<file path="src/rtl/if_stage_pkg.sv">
// if_stage_pkg: shared types and constants for the instruction-fetch stage.
// Latency: n/a (declarations only).
// Backpressure: n/a.
// Contents: fetch FSM state enum, default word/address widths, bubble encoding.
package if_stage_pkg;

    localparam int IF_WORD_LEN = 16;
    localparam int IF_ADDR_W = 16;

    // Bubble presented to ID after reset or a flush.
    localparam logic [IF_WORD_LEN-1:0] IF_NOP_INSTR = '0;

    typedef enum logic [1:0] {
        S_REQ  = 2'd0,   // request outstanding on the port, addr = pc
        S_WAIT = 2'd1,   // granted, waiting for rvalid
        S_HOLD = 2'd2    // data returned during a stall, parked in hold buffer
    } fetch_state_e;

endpackage

</file>
<file path="src/rtl/if_stage_if.sv">
// if_stage_if: instruction-memory port, single outstanding req/gnt/rvalid.
// Latency: gnt in the request cycle at the earliest, rvalid one cycle after gnt at the earliest.
// Backpressure: memory withholds gnt; addr must stay stable while req is high without gnt.
// Signals: req/addr from fetch, gnt/rvalid/rdata from memory. master = fetch side, slave = memory side.
interface if_stage_if
    import if_stage_pkg::*;
#(
    parameter int ADDR_W   = IF_ADDR_W,
    parameter int WORD_LEN = IF_WORD_LEN
) ();

    logic                req;
    logic [ADDR_W-1:0]   addr;
    logic                gnt;
    logic                rvalid;
    logic [WORD_LEN-1:0] rdata;

    modport master (
        output req,
        output addr,
        input  gnt,
        input  rvalid,
        input  rdata
    );

    modport slave (
        input  req,
        input  addr,
        output gnt,
        output rvalid,
        output rdata
    );

endinterface

</file>
<file path="src/rtl/if_id_reg.sv">
// if_id_reg: IF/ID pipeline register holding instruction, its pc and a valid bit.
// Latency: one cycle, loads on the edge where load_i is high.
// Backpressure: hold_i freezes contents; flush_i overrides both and inserts a bubble.
// Ports: clk, rst (async active-low), load_i/flush_i/hold_i controls, instr_i/pc_i data in,
//        instr_o/pc_o/valid_o to ID.
module if_id_reg #(
    parameter int                  WORD_LEN  = 16,
    parameter int                  ADDR_W    = 16,
    parameter logic [WORD_LEN-1:0] NOP_INSTR = '0
) (
    input  logic                clk,
    input  logic                rst,
    input  logic                load_i,
    input  logic                flush_i,
    input  logic                hold_i,
    input  logic [WORD_LEN-1:0] instr_i,
    input  logic [ADDR_W-1:0]   pc_i,
    output logic [WORD_LEN-1:0] instr_o,
    output logic [ADDR_W-1:0]   pc_o,
    output logic                valid_o
);

    logic [WORD_LEN-1:0] instr_q;
    logic [ADDR_W-1:0]   pc_q;
    logic                valid_q;

    // Priority: flush > hold > load. pc is left as-is on a flush; valid_q marks it stale.
    always_ff @(posedge clk or negedge rst) begin
        if (!rst) begin
            instr_q <= NOP_INSTR;
            pc_q    <= '0;
            valid_q <= 1'b0;
        end else if (flush_i) begin
            instr_q <= NOP_INSTR;
            valid_q <= 1'b0;
        end else if (load_i && !hold_i) begin
            instr_q <= instr_i;
            pc_q    <= pc_i;
            valid_q <= 1'b1;
        end
    end

    assign instr_o = instr_q;
    assign pc_o    = pc_q;
    assign valid_o = valid_q;

endmodule

</file>
<file path="src/rtl/if_stage.sv">
// if_stage: owns the PC, fetches over a single-outstanding imem port and feeds the IF/ID register.
// Latency: gnt in the request cycle + rvalid next cycle; IF/ID loads on the rvalid edge (peak 1 instr / 2 cycles).
// Backpressure: hazard_detected freezes PC and IF/ID, a returning word parks in a hold buffer; brTaken redirects and flushes.
// Ports: clk, rst (async active-low), hazard_detected, brTaken/br_target from ID, imem (master),
//        instruction/pc_ID/instr_valid to ID.
module if_stage
    import if_stage_pkg::*;
#(
    parameter int                  WORD_LEN  = IF_WORD_LEN,
    parameter int                  ADDR_W    = IF_ADDR_W,
    parameter logic [ADDR_W-1:0]   RESET_PC  = '0,
    parameter logic [WORD_LEN-1:0] NOP_INSTR = WORD_LEN'(IF_NOP_INSTR)
) (
    input  logic                clk,
    input  logic                rst,
    input  logic                hazard_detected,
    input  logic                brTaken,
    input  logic [ADDR_W-1:0]   br_target,
    if_stage_if.master          imem,
    output logic [WORD_LEN-1:0] instruction,
    output logic [ADDR_W-1:0]   pc_ID,
    output logic                instr_valid
);

    fetch_state_e        state_q;
    logic [ADDR_W-1:0]   pc_q;
    logic [ADDR_W-1:0]   pc_inc_d;
    logic                kill_q;
    logic [WORD_LEN-1:0] hold_buf_q;

    logic                mem_fill;
    logic                hold_fill;
    logic [WORD_LEN-1:0] fill_instr;

    // Wraps modulo 2^ADDR_W.
    assign pc_inc_d = pc_q + ADDR_W'(1);

    // Gated by rst so the port is quiet during reset yet requests in the very first cycle after release.
    assign imem.req  = rst && (state_q == S_REQ);
    assign imem.addr = pc_q;

    // Candidate IF/ID loads; if_id_reg applies flush (brTaken) and hold (hazard) on top of these.
    assign mem_fill   = (state_q == S_WAIT) && imem.rvalid && !kill_q;
    assign hold_fill  = (state_q == S_HOLD);
    assign fill_instr = hold_fill ? hold_buf_q : imem.rdata;

    always_ff @(posedge clk or negedge rst) begin
        if (!rst) begin
            state_q    <= S_REQ;
            pc_q       <= RESET_PC;
            kill_q     <= 1'b0;
            hold_buf_q <= NOP_INSTR;
        end else if (brTaken) begin
            // Redirect wins over stalls and over any response arriving this cycle.
            pc_q <= br_target;
            case (state_q)
                S_REQ: begin
                    if (imem.gnt) begin
                        // Request already accepted: its response must be dropped.
                        kill_q  <= 1'b1;
                        state_q <= S_WAIT;
                    end else begin
                        state_q <= S_REQ;
                    end
                end
                S_WAIT: begin
                    if (imem.rvalid) begin
                        kill_q  <= 1'b0;
                        state_q <= S_REQ;
                    end else begin
                        kill_q  <= 1'b1;
                        state_q <= S_WAIT;
                    end
                end
                default: begin
                    state_q <= S_REQ;
                end
            endcase
        end else begin
            case (state_q)
                S_REQ: begin
                    if (imem.gnt) begin
                        state_q <= S_WAIT;
                    end
                end
                S_WAIT: begin
                    if (imem.rvalid) begin
                        if (kill_q) begin
                            kill_q  <= 1'b0;
                            state_q <= S_REQ;
                        end else if (!hazard_detected) begin
                            pc_q    <= pc_inc_d;
                            state_q <= S_REQ;
                        end else begin
                            hold_buf_q <= imem.rdata;
                            state_q    <= S_HOLD;
                        end
                    end
                end
                S_HOLD: begin
                    if (!hazard_detected) begin
                        pc_q    <= pc_inc_d;
                        state_q <= S_REQ;
                    end
                end
                default: begin
                    state_q <= S_REQ;
                end
            endcase
        end
    end

    if_id_reg #(
        .WORD_LEN  (WORD_LEN),
        .ADDR_W    (ADDR_W),
        .NOP_INSTR (NOP_INSTR)
    ) u_if_id_reg (
        .clk     (clk),
        .rst     (rst),
        .load_i  (mem_fill || hold_fill),
        .flush_i (brTaken),
        .hold_i  (hazard_detected),
        .instr_i (fill_instr),
        .pc_i    (pc_q),
        .instr_o (instruction),
        .pc_o    (pc_ID),
        .valid_o (instr_valid)
    );

    // A response is only legal while a fetch is outstanding.
    rvalid_only_in_wait: assert property (@(posedge clk) disable iff (!rst)
        imem.rvalid |-> (state_q == S_WAIT));

endmodule

</file>
<file path="src/flat_wrapper.sv">
// flat-port wrapper written by rule: the top's interface ports become plain ports
module if_stage_flat import if_stage_pkg::*;
#(
    parameter int                  WORD_LEN  = IF_WORD_LEN,
    parameter int                  ADDR_W    = IF_ADDR_W,
    parameter logic [ADDR_W-1:0]   RESET_PC  = '0,
    parameter logic [WORD_LEN-1:0] NOP_INSTR = WORD_LEN'(IF_NOP_INSTR)
)
  (clk, rst, hazard_detected, brTaken, br_target, instruction, pc_ID, instr_valid, imem_req, imem_addr, imem_gnt, imem_rvalid, imem_rdata);
  if_stage_if #(.ADDR_W(ADDR_W), .WORD_LEN(WORD_LEN)) imem_i ();
  input  logic clk;
  input  logic rst;
  input  logic hazard_detected;
  input  logic brTaken;
  input  logic [ADDR_W-1:0] br_target;
  output logic [WORD_LEN-1:0] instruction;
  output logic [ADDR_W-1:0] pc_ID;
  output logic instr_valid;
  output wire logic [$bits(imem_i.req)-1:0] imem_req;
  output wire logic [$bits(imem_i.addr)-1:0] imem_addr;
  input wire logic [$bits(imem_i.gnt)-1:0] imem_gnt;
  input wire logic [$bits(imem_i.rvalid)-1:0] imem_rvalid;
  input wire logic [$bits(imem_i.rdata)-1:0] imem_rdata;
  assign imem_req = imem_i.req;
  assign imem_addr = imem_i.addr;
  assign imem_i.gnt = imem_gnt;
  assign imem_i.rvalid = imem_rvalid;
  assign imem_i.rdata = imem_rdata;
  if_stage #(.WORD_LEN(WORD_LEN), .ADDR_W(ADDR_W), .RESET_PC(RESET_PC), .NOP_INSTR(NOP_INSTR)) u_core (.clk(clk), .rst(rst), .hazard_detected(hazard_detected), .brTaken(brTaken), .br_target(br_target), .imem(imem_i), .instruction(instruction), .pc_ID(pc_ID), .instr_valid(instr_valid));
endmodule
</file>
<file path="config.mk">
export PLATFORM = sky130hd
export DESIGN_NAME = if_stage_flat
export DESIGN_NICKNAME = d
export VERILOG_FILES = /design/src/rtl/if_stage_pkg.sv /design/src/rtl/if_stage_if.sv /design/src/rtl/if_id_reg.sv /design/src/rtl/if_stage.sv /design/src/flat_wrapper.sv
export SDC_FILE = /design/constraint.sdc
export NUM_CORES = 1
export LEC_CHECK = 0
export BUFFER_PORTS_ARGS = -buffer_cell sky130_fd_sc_hd__buf_2
export CAP_MARGIN = 20
export CORE_ASPECT_RATIO = 1.4
export CORE_MARGIN = 3
export CORE_UTILIZATION = 48
export DETAILED_ROUTE_END_ITERATION = 7
export PLACE_DENSITY = 0.77
export SLEW_MARGIN = 20
export SYNTH_ARGS = -nofsm -noshare
export SYNTH_HDL_FRONTEND = slang
export SYNTH_HIERARCHICAL = 1
export SYNTH_SLANG_ARGS = --single-unit
</file>
<file path="constraint.sdc">
create_clock -name clk -period 1.95 [get_ports clk]
set_input_delay 0.0975 -clock clk [delete_from_list [all_inputs] [get_ports clk]]
set_output_delay 0.0975 -clock clk [all_outputs]
set_load 0.03 [all_outputs]
</file>
# Word-level counts from Yosys, hierarchy flattened
# Index checks and enable logic that the tools add are counted.
# totals
reg_bits	68
latch_bits	0
ramBits	0
mem_bits_ro	0
in_bits	38
word_cells	61
mem_count	0
# op_classes
n_addsub	1
multipliers	0
div_mod_pow	0
order_cmp	0
n_eq_ne	7
shift	0
muxes	26
bitwise	2
reduce_logical	18
# op_table
operator	n
16-bit two-way mux	7
16-bit one-hot mux with 2 select lines	1
16-bit by 1-bit adder with 16-bit output, second input constant	1
3-bit != test, second input constant	5
2-bit two-way mux	6
1-bit two-way mux	9
2-bit nonzero test	4
2-bit one-hot mux with 3 select lines	1
3-bit AND reduction	2
5-bit AND reduction	1
1-bit logical AND	4
2-bit one-hot mux with 2 select lines	1
4-bit AND reduction	1
3-bit nonzero test	1
2-bit by 1-bit == test with 1-bit output, second input constant	1
2-bit == test, second input constant	1
1-bit zero test	2
2-bit zero test	1
1-bit NOT	2
1-bit one-hot mux with 2 select lines	1
2-bit AND reduction	1
1-bit logical OR	1

# Logic depth before layout (Yosys ltp)
# logic_depth
depth_word	7
depth_mapped	10

# Modules after synthesis
# The synthesis kept the hierarchy.
# by_module_without_submodules
mod	instances	cells_per_inst	area_each_um2	seq_area_each_um2
if_stage	1	214	2023.2	875.8
if_id_reg	1	109	1350.0	825.8

# Worst setup path before layout
# OpenSTA, ideal clock, no wires.
# synth_timing
kind	reg-to-reg
from	reg u_core.state_q[0]
to	reg u_core.u_if_id_reg.pc_q[10] (netlist: u_core/u_if_id_reg/pc_o[10])
setup_ns	0.125
arrival_time_ns	1.948
required_time_ns	1.825
path_slack_ns	-0.123
path_stages_with_launch	11
period_less_slack_ns	2.073
path_cell_list	dfrtp_1 > buf_4 > nand2b_1 > buf_2 > buf_2 > nand2_1 > nand2b_4 > buf_6 > nor2_8 > buf_12 > mux2_4
# synth_between
elab_chain_cells	6
# synth_lines
element	line	text
from (decl)	if_stage.sv:25	fetch_state_e state_q;
from (signal assigned)	if_stage.sv:49	state_q <= S_REQ;
from (signal assigned)	if_stage.sv:61	state_q <= S_WAIT;
from (signal assigned)	if_stage.sv:63	state_q <= S_REQ;
2-bit by 1-bit == test with 1-bit output	if_stage.sv:43	assign mem_fill = (state_q == S_WAIT) && imem.rvalid && !kill_q;
1-bit logical AND (2 in series)	if_stage.sv:43	
1-bit logical OR *	if_stage.sv:120	.load_i (mem_fill || hold_fill),
1-bit logical AND *	if_id_reg.sv:36	end else if (load_i && !hold_i) begin
2-bit AND reduction (no source line) *	-	
to (signal assigned)	if_id_reg.sv:38	pc_q <= pc_i;
to (decl)	if_id_reg.sv:24	logic [ADDR_W-1:0] pc_q;
# Every way passes the cells marked *; elsewhere a longest branch is shown, timed or not.
# A chain may end at the register's enable or synchronous reset.

# Worst setup path in the final report
# layout_timing
from	reg u_core.state_q[1]
to	reg u_core.pc_q[12] (netlist: u_core/imem.addr[12])
# layout_between
elab_chain_cells	3
# layout_lines
element	line	text
2-bit by 1-bit == test with 1-bit output / 2-bit == test (equally long branches)	if_stage.sv:80	case (state_q)
3-bit != test (no source line) (tied with other cells)	-	
3-bit AND reduction (no source line) / 16-bit two-way mux (equally long branches)	-	
to (signal assigned)	if_stage.sv:55	pc_q <= br_target;
to (signal assigned)	if_stage.sv:92	pc_q <= pc_inc_d;
to (signal assigned)	if_stage.sv:102	pc_q <= pc_inc_d;
to (decl)	if_stage.sv:26	logic [ADDR_W-1:0] pc_q;
# Several ways; a longest one is shown, not always the timed one.

==> reports/qor.csv <==
stage;metric;value;unit
place;Placement Cell Area;0.00390;sq mm
final_layout;most frequent cells in the layout;96 x nand2_1, 87 x buf_2, 68 x dfrtp_1, 28 x dlygate4sd3_1, 17 x a21oi_1;
sta;Setup TNS Final;0;ps
final_layout;Antenna Cells;0;
cts;# clock sinks;68;
route;Total Wirelength;8220;um
hold_path;Endpoint, Worst Hold;u_core/hold_buf_q[4]$_DFFE_PN0P_;
final_layout;number of fill cells in the layout;546;
worst_setup_path;crit-path max FO;7;
logic_synthesis;Async SR Flop Fraction;1.00;
logic_synthesis;Cells after Synth;323;
logic_synthesis;sequential share of the synthesized area;0.504;
place;IO buf count;87;
sta;Slew HR;0.428;
sta;Final Hold Viols;0;
sta;RSZ-0062 raised after global routing;no;
hold_path;hold path cells;2;
worst_setup_path;critical path cell sequence;and4bb_1, o211ai_4, o31a_1, o31a_1;
worst_setup_path;Worst setup EP type;flip-flop;
sta;Final Setup Violations;0;
worst_setup_path;startpoint types;flip-flop;
place;routability cong.;0.798;
worst_setup_path;setup slack, reg-to-reg;110;ps
cts;CTS H-Tree Depth;3;
route;drt first pass iters;4;
sta;Final Skew;9.30;ps
worst_setup_path;CP max stage delay;530;ps
die;Initial Utilization;0.503;
cts;clock transition at the registers of the reported paths;80;ps
worst_setup_path;Slowest cell on crit path;and4bb_1;
logic_synthesis;Syn. warnings;6;
route;post-route ant nets;0;
hold_path;Hold Crit Start;imem_rdata[4];
logic_synthesis;Synth Flop Type;dfrtp_1;
die;FP Rows;35;
pwr;Peak VDD IR;623;uV
route;via count;2793;
logic_synthesis;Syn Area/Cell;10.4;sq um
sta;fmax;543;MHz
grt;pin count of the biggest net entering global routing;69;
worst_setup_path;most used cell along the critical path;o31a_1;
die;core area;0.00670;sq mm
cts;Worst-Skew Late Latency;340;ps
sta;Slew Viols, Final;0;
pwr;Lkg Pwr;2.13;nW
grt;vias in the first global route;2741;
cts;CTS resizes;0;
grt;initial antenna violation count;0;
worst_setup_path;RR Endpoint;u_core/imem.addr[12]$_DFFE_PN0P_;
final_layout;Finished Layout Cells;539;
cts;Longest Clk Path Bufs;2;
logic_synthesis;FF+latch count, synth;68;
cts;CTS Root Cell;clkbuf_8;
place;placed cells;495;
route;drt initial violations;129;
sta;Worst-Margin Slew;858;ps
worst_setup_path;CP arrival;2070;ps
die;Boundary Pins;88;
worst_setup_path;worst r2r src;u_core/state_q[1]$_DFFE_PN0P_;
route;drt wl/cell;15.3;um
worst_setup_path;CP bufs+invs;0;
grt;grt ovf;0;
final_layout;commonest non-fill, non-tap cell in the layout;nand2_1;
final_layout;fin util;0.659;
logic_synthesis;EDFF count, synth;0;
worst_setup_path;crit path kind;flip-flop to flip-flop;
grt;first-pass GRT wire length;13500;um
route;# DRC;0;
die;chip height;105;um
final_layout;share of cells above drive strength 1;0.331;
job;max-cap violations;0;
route;DR vias/cell;5.18;
die;die area;0.00808;sq mm
pwr;PnR Total Power;0.00459;W
final_layout;Final nets;481;
place;hpwl dp;5610;um
status;status;finished, final reports clean;
logic_synthesis;area of the mapped netlist;0.00337;sq mm
sta;final worst-path cycle share;0.945;
worst_setup_path;Worst path top cell family by delay;compound AO/OA/AOI/OAI gates;
worst_setup_path;Critical Path RT;2180;ps
grt;Total GRT Usage;0.213;
final_layout;Synth-to-Final Area Change;30.8;%
die;Die X;76.9;um
pwr;PD cells;1040;mW/mm^2
logic_synthesis;synth unique cells;50;
cts;CTS tree;done;
final_layout;post-route cell area;0.00441;sq mm
sta;Final min period;1840;ps
logic_synthesis;syn_nets;362;
worst_setup_path;reg2reg path depth;4;
cts;TritonCTS buffer count;9;
hold_path;Hold Crit Class;primary input to flip-flop;
metal layers:
metal | vias to the layer above | global-route usage | part of all wire | routed length, um
met4 | 0 | 0.0648 | 0.0047 | 39
met5 | - | 0 | 0 | 0
met1 | 1348 | 0.255 | 0.42 | 3420
met2 | 93 | 0.373 | 0.53 | 4320
li1 | 1348 | - | - | -
met3 | 4 | 0.0552 | 0.055 | 450
where the power goes:
part	switching, W	leakage [nW]	internal [W]
Clock	0.000529	0.116	0.000826
Sequential	0.000197	0.856	0.00174
Combinational	0.000758	1.15	0.000536
Total	0.00148	2.13	0.00310
cell type report:
| class | count | area (sq um) | area share |
|---|---|---|---|
| sequential | 68 | 1700 | 0.386 |
| multi-input combinational | 231 | 1540 | 0.349 |
| timing repair buffer | 126 | 798 | 0.181 |
| clock buffer | 13 | 169 | 0.0383 |
| tap | 92 | 115 | 0.0261 |
| clock inverter | 3 | 67.6 | 0.0153 |
| inverter | 6 | 22.5 | 0.00510 |
stage by stage:
stage          setup slack (ps)  hold WS, ps
2_1_floorplan              8.42         -198
3_3_place_gp                168          308
3_5_place_dp                121          308
4_1_cts                     103        0.511
5_1_grt                    2.03         4.50
6_report                    108         15.4
cell families after synthesis:
family / count (synthesis) / share of synthesized area
buf+inv: 24 / 0.0423
mux: 37 / 0.133
flops: 68 / 0.504
compound gates: 51 / 0.106
xor+xnor: 9 / 0.0234
fa+ha+maj: 1 / 0.00371
simple gates: 133 / 0.187
sequential cells by signal, summed over array words and instances, names as in the netlist:
| register | count |
|---|---|
| u_core/imem.addr | 16 |
| u_core/hold_buf_q | 16 |
| u_core/u_if_id_reg/valid_o | 1 |
| u_core/state_q | 2 |
| u_core/u_if_id_reg/pc_o | 16 |
| u_core/kill_q | 1 |
| u_core/u_if_id_reg/instr_o | 16 |
worst max-delay path by stage:
stage / depth (start not counted) / slack (ps) / to / start
5_1_grt: 5 / 2 / u_core/u_if_id_reg/instr_o[14]$_DFFE_PN0P_ / u_core/state_q[1]$_DFFE_PN0P_
4_1_cts: 4 / 100 / u_core/imem.addr[12]$_DFFE_PN0P_ / u_core/state_q[1]$_DFFE_PN0P_
3_5_place_dp: 4 / 120 / u_core/imem.addr[12]$_DFFE_PN0P_ / u_core/state_q[1]$_DFFE_PN0P_
6_report: 4 / 110 / u_core/imem.addr[12]$_DFFE_PN0P_ / u_core/state_q[1]$_DFFE_PN0P_
2_1_floorplan: 10 / 8 / u_core/u_if_id_reg/pc_o[10]$_DFFE_PN0P_ / u_core/state_q[0]$_DFFE_PN0P_
3_3_place_gp: 4 / 170 / u_core/imem.addr[12]$_DFFE_PN0P_ / u_core/state_q[1]$_DFFE_PN0P_
worst reg2reg max path: cells and delay by family, from the launching register on:
kind	cells	cell delay, ps
and+or+nand+nor	1	530
AOI/OAI and AO/OA	3	750
DFF	1	460
what timing repair did:
action | 4_1_cts | 5_1_grt
setup buffers | 0 | 0
endpoints found under the hold margin | 27 | 1
hold buffers | 27 | 1
Yosys cell counts, drive strengths merged (2+ instances only):
cell type	instances	area [sq um]
nand2	97	364
dfrtp	68	1700
mux2	33	409
a21oi	17	85.1
buf	14	105
o21ai	13	65.1
inv	6	22.5
nor2	6	38.8
xnor2	5	43.8
a211oi	4	35.0
clkbuf	4	15.0
mux2i	4	40.0
nand2b	4	32.5
nand3	4	32.5
nand4	4	25.0
o31a	4	35.0
xor2	4	35.0
nor4	3	18.8
o2111ai	3	32.5
o211ai	3	36.3
a2111oi	2	30.0
a31oi	2	12.5
and2b	2	15.0
nor2b	2	12.5
or2	2	12.5
or3	2	12.5
Power figures use the tool's default switching activity.
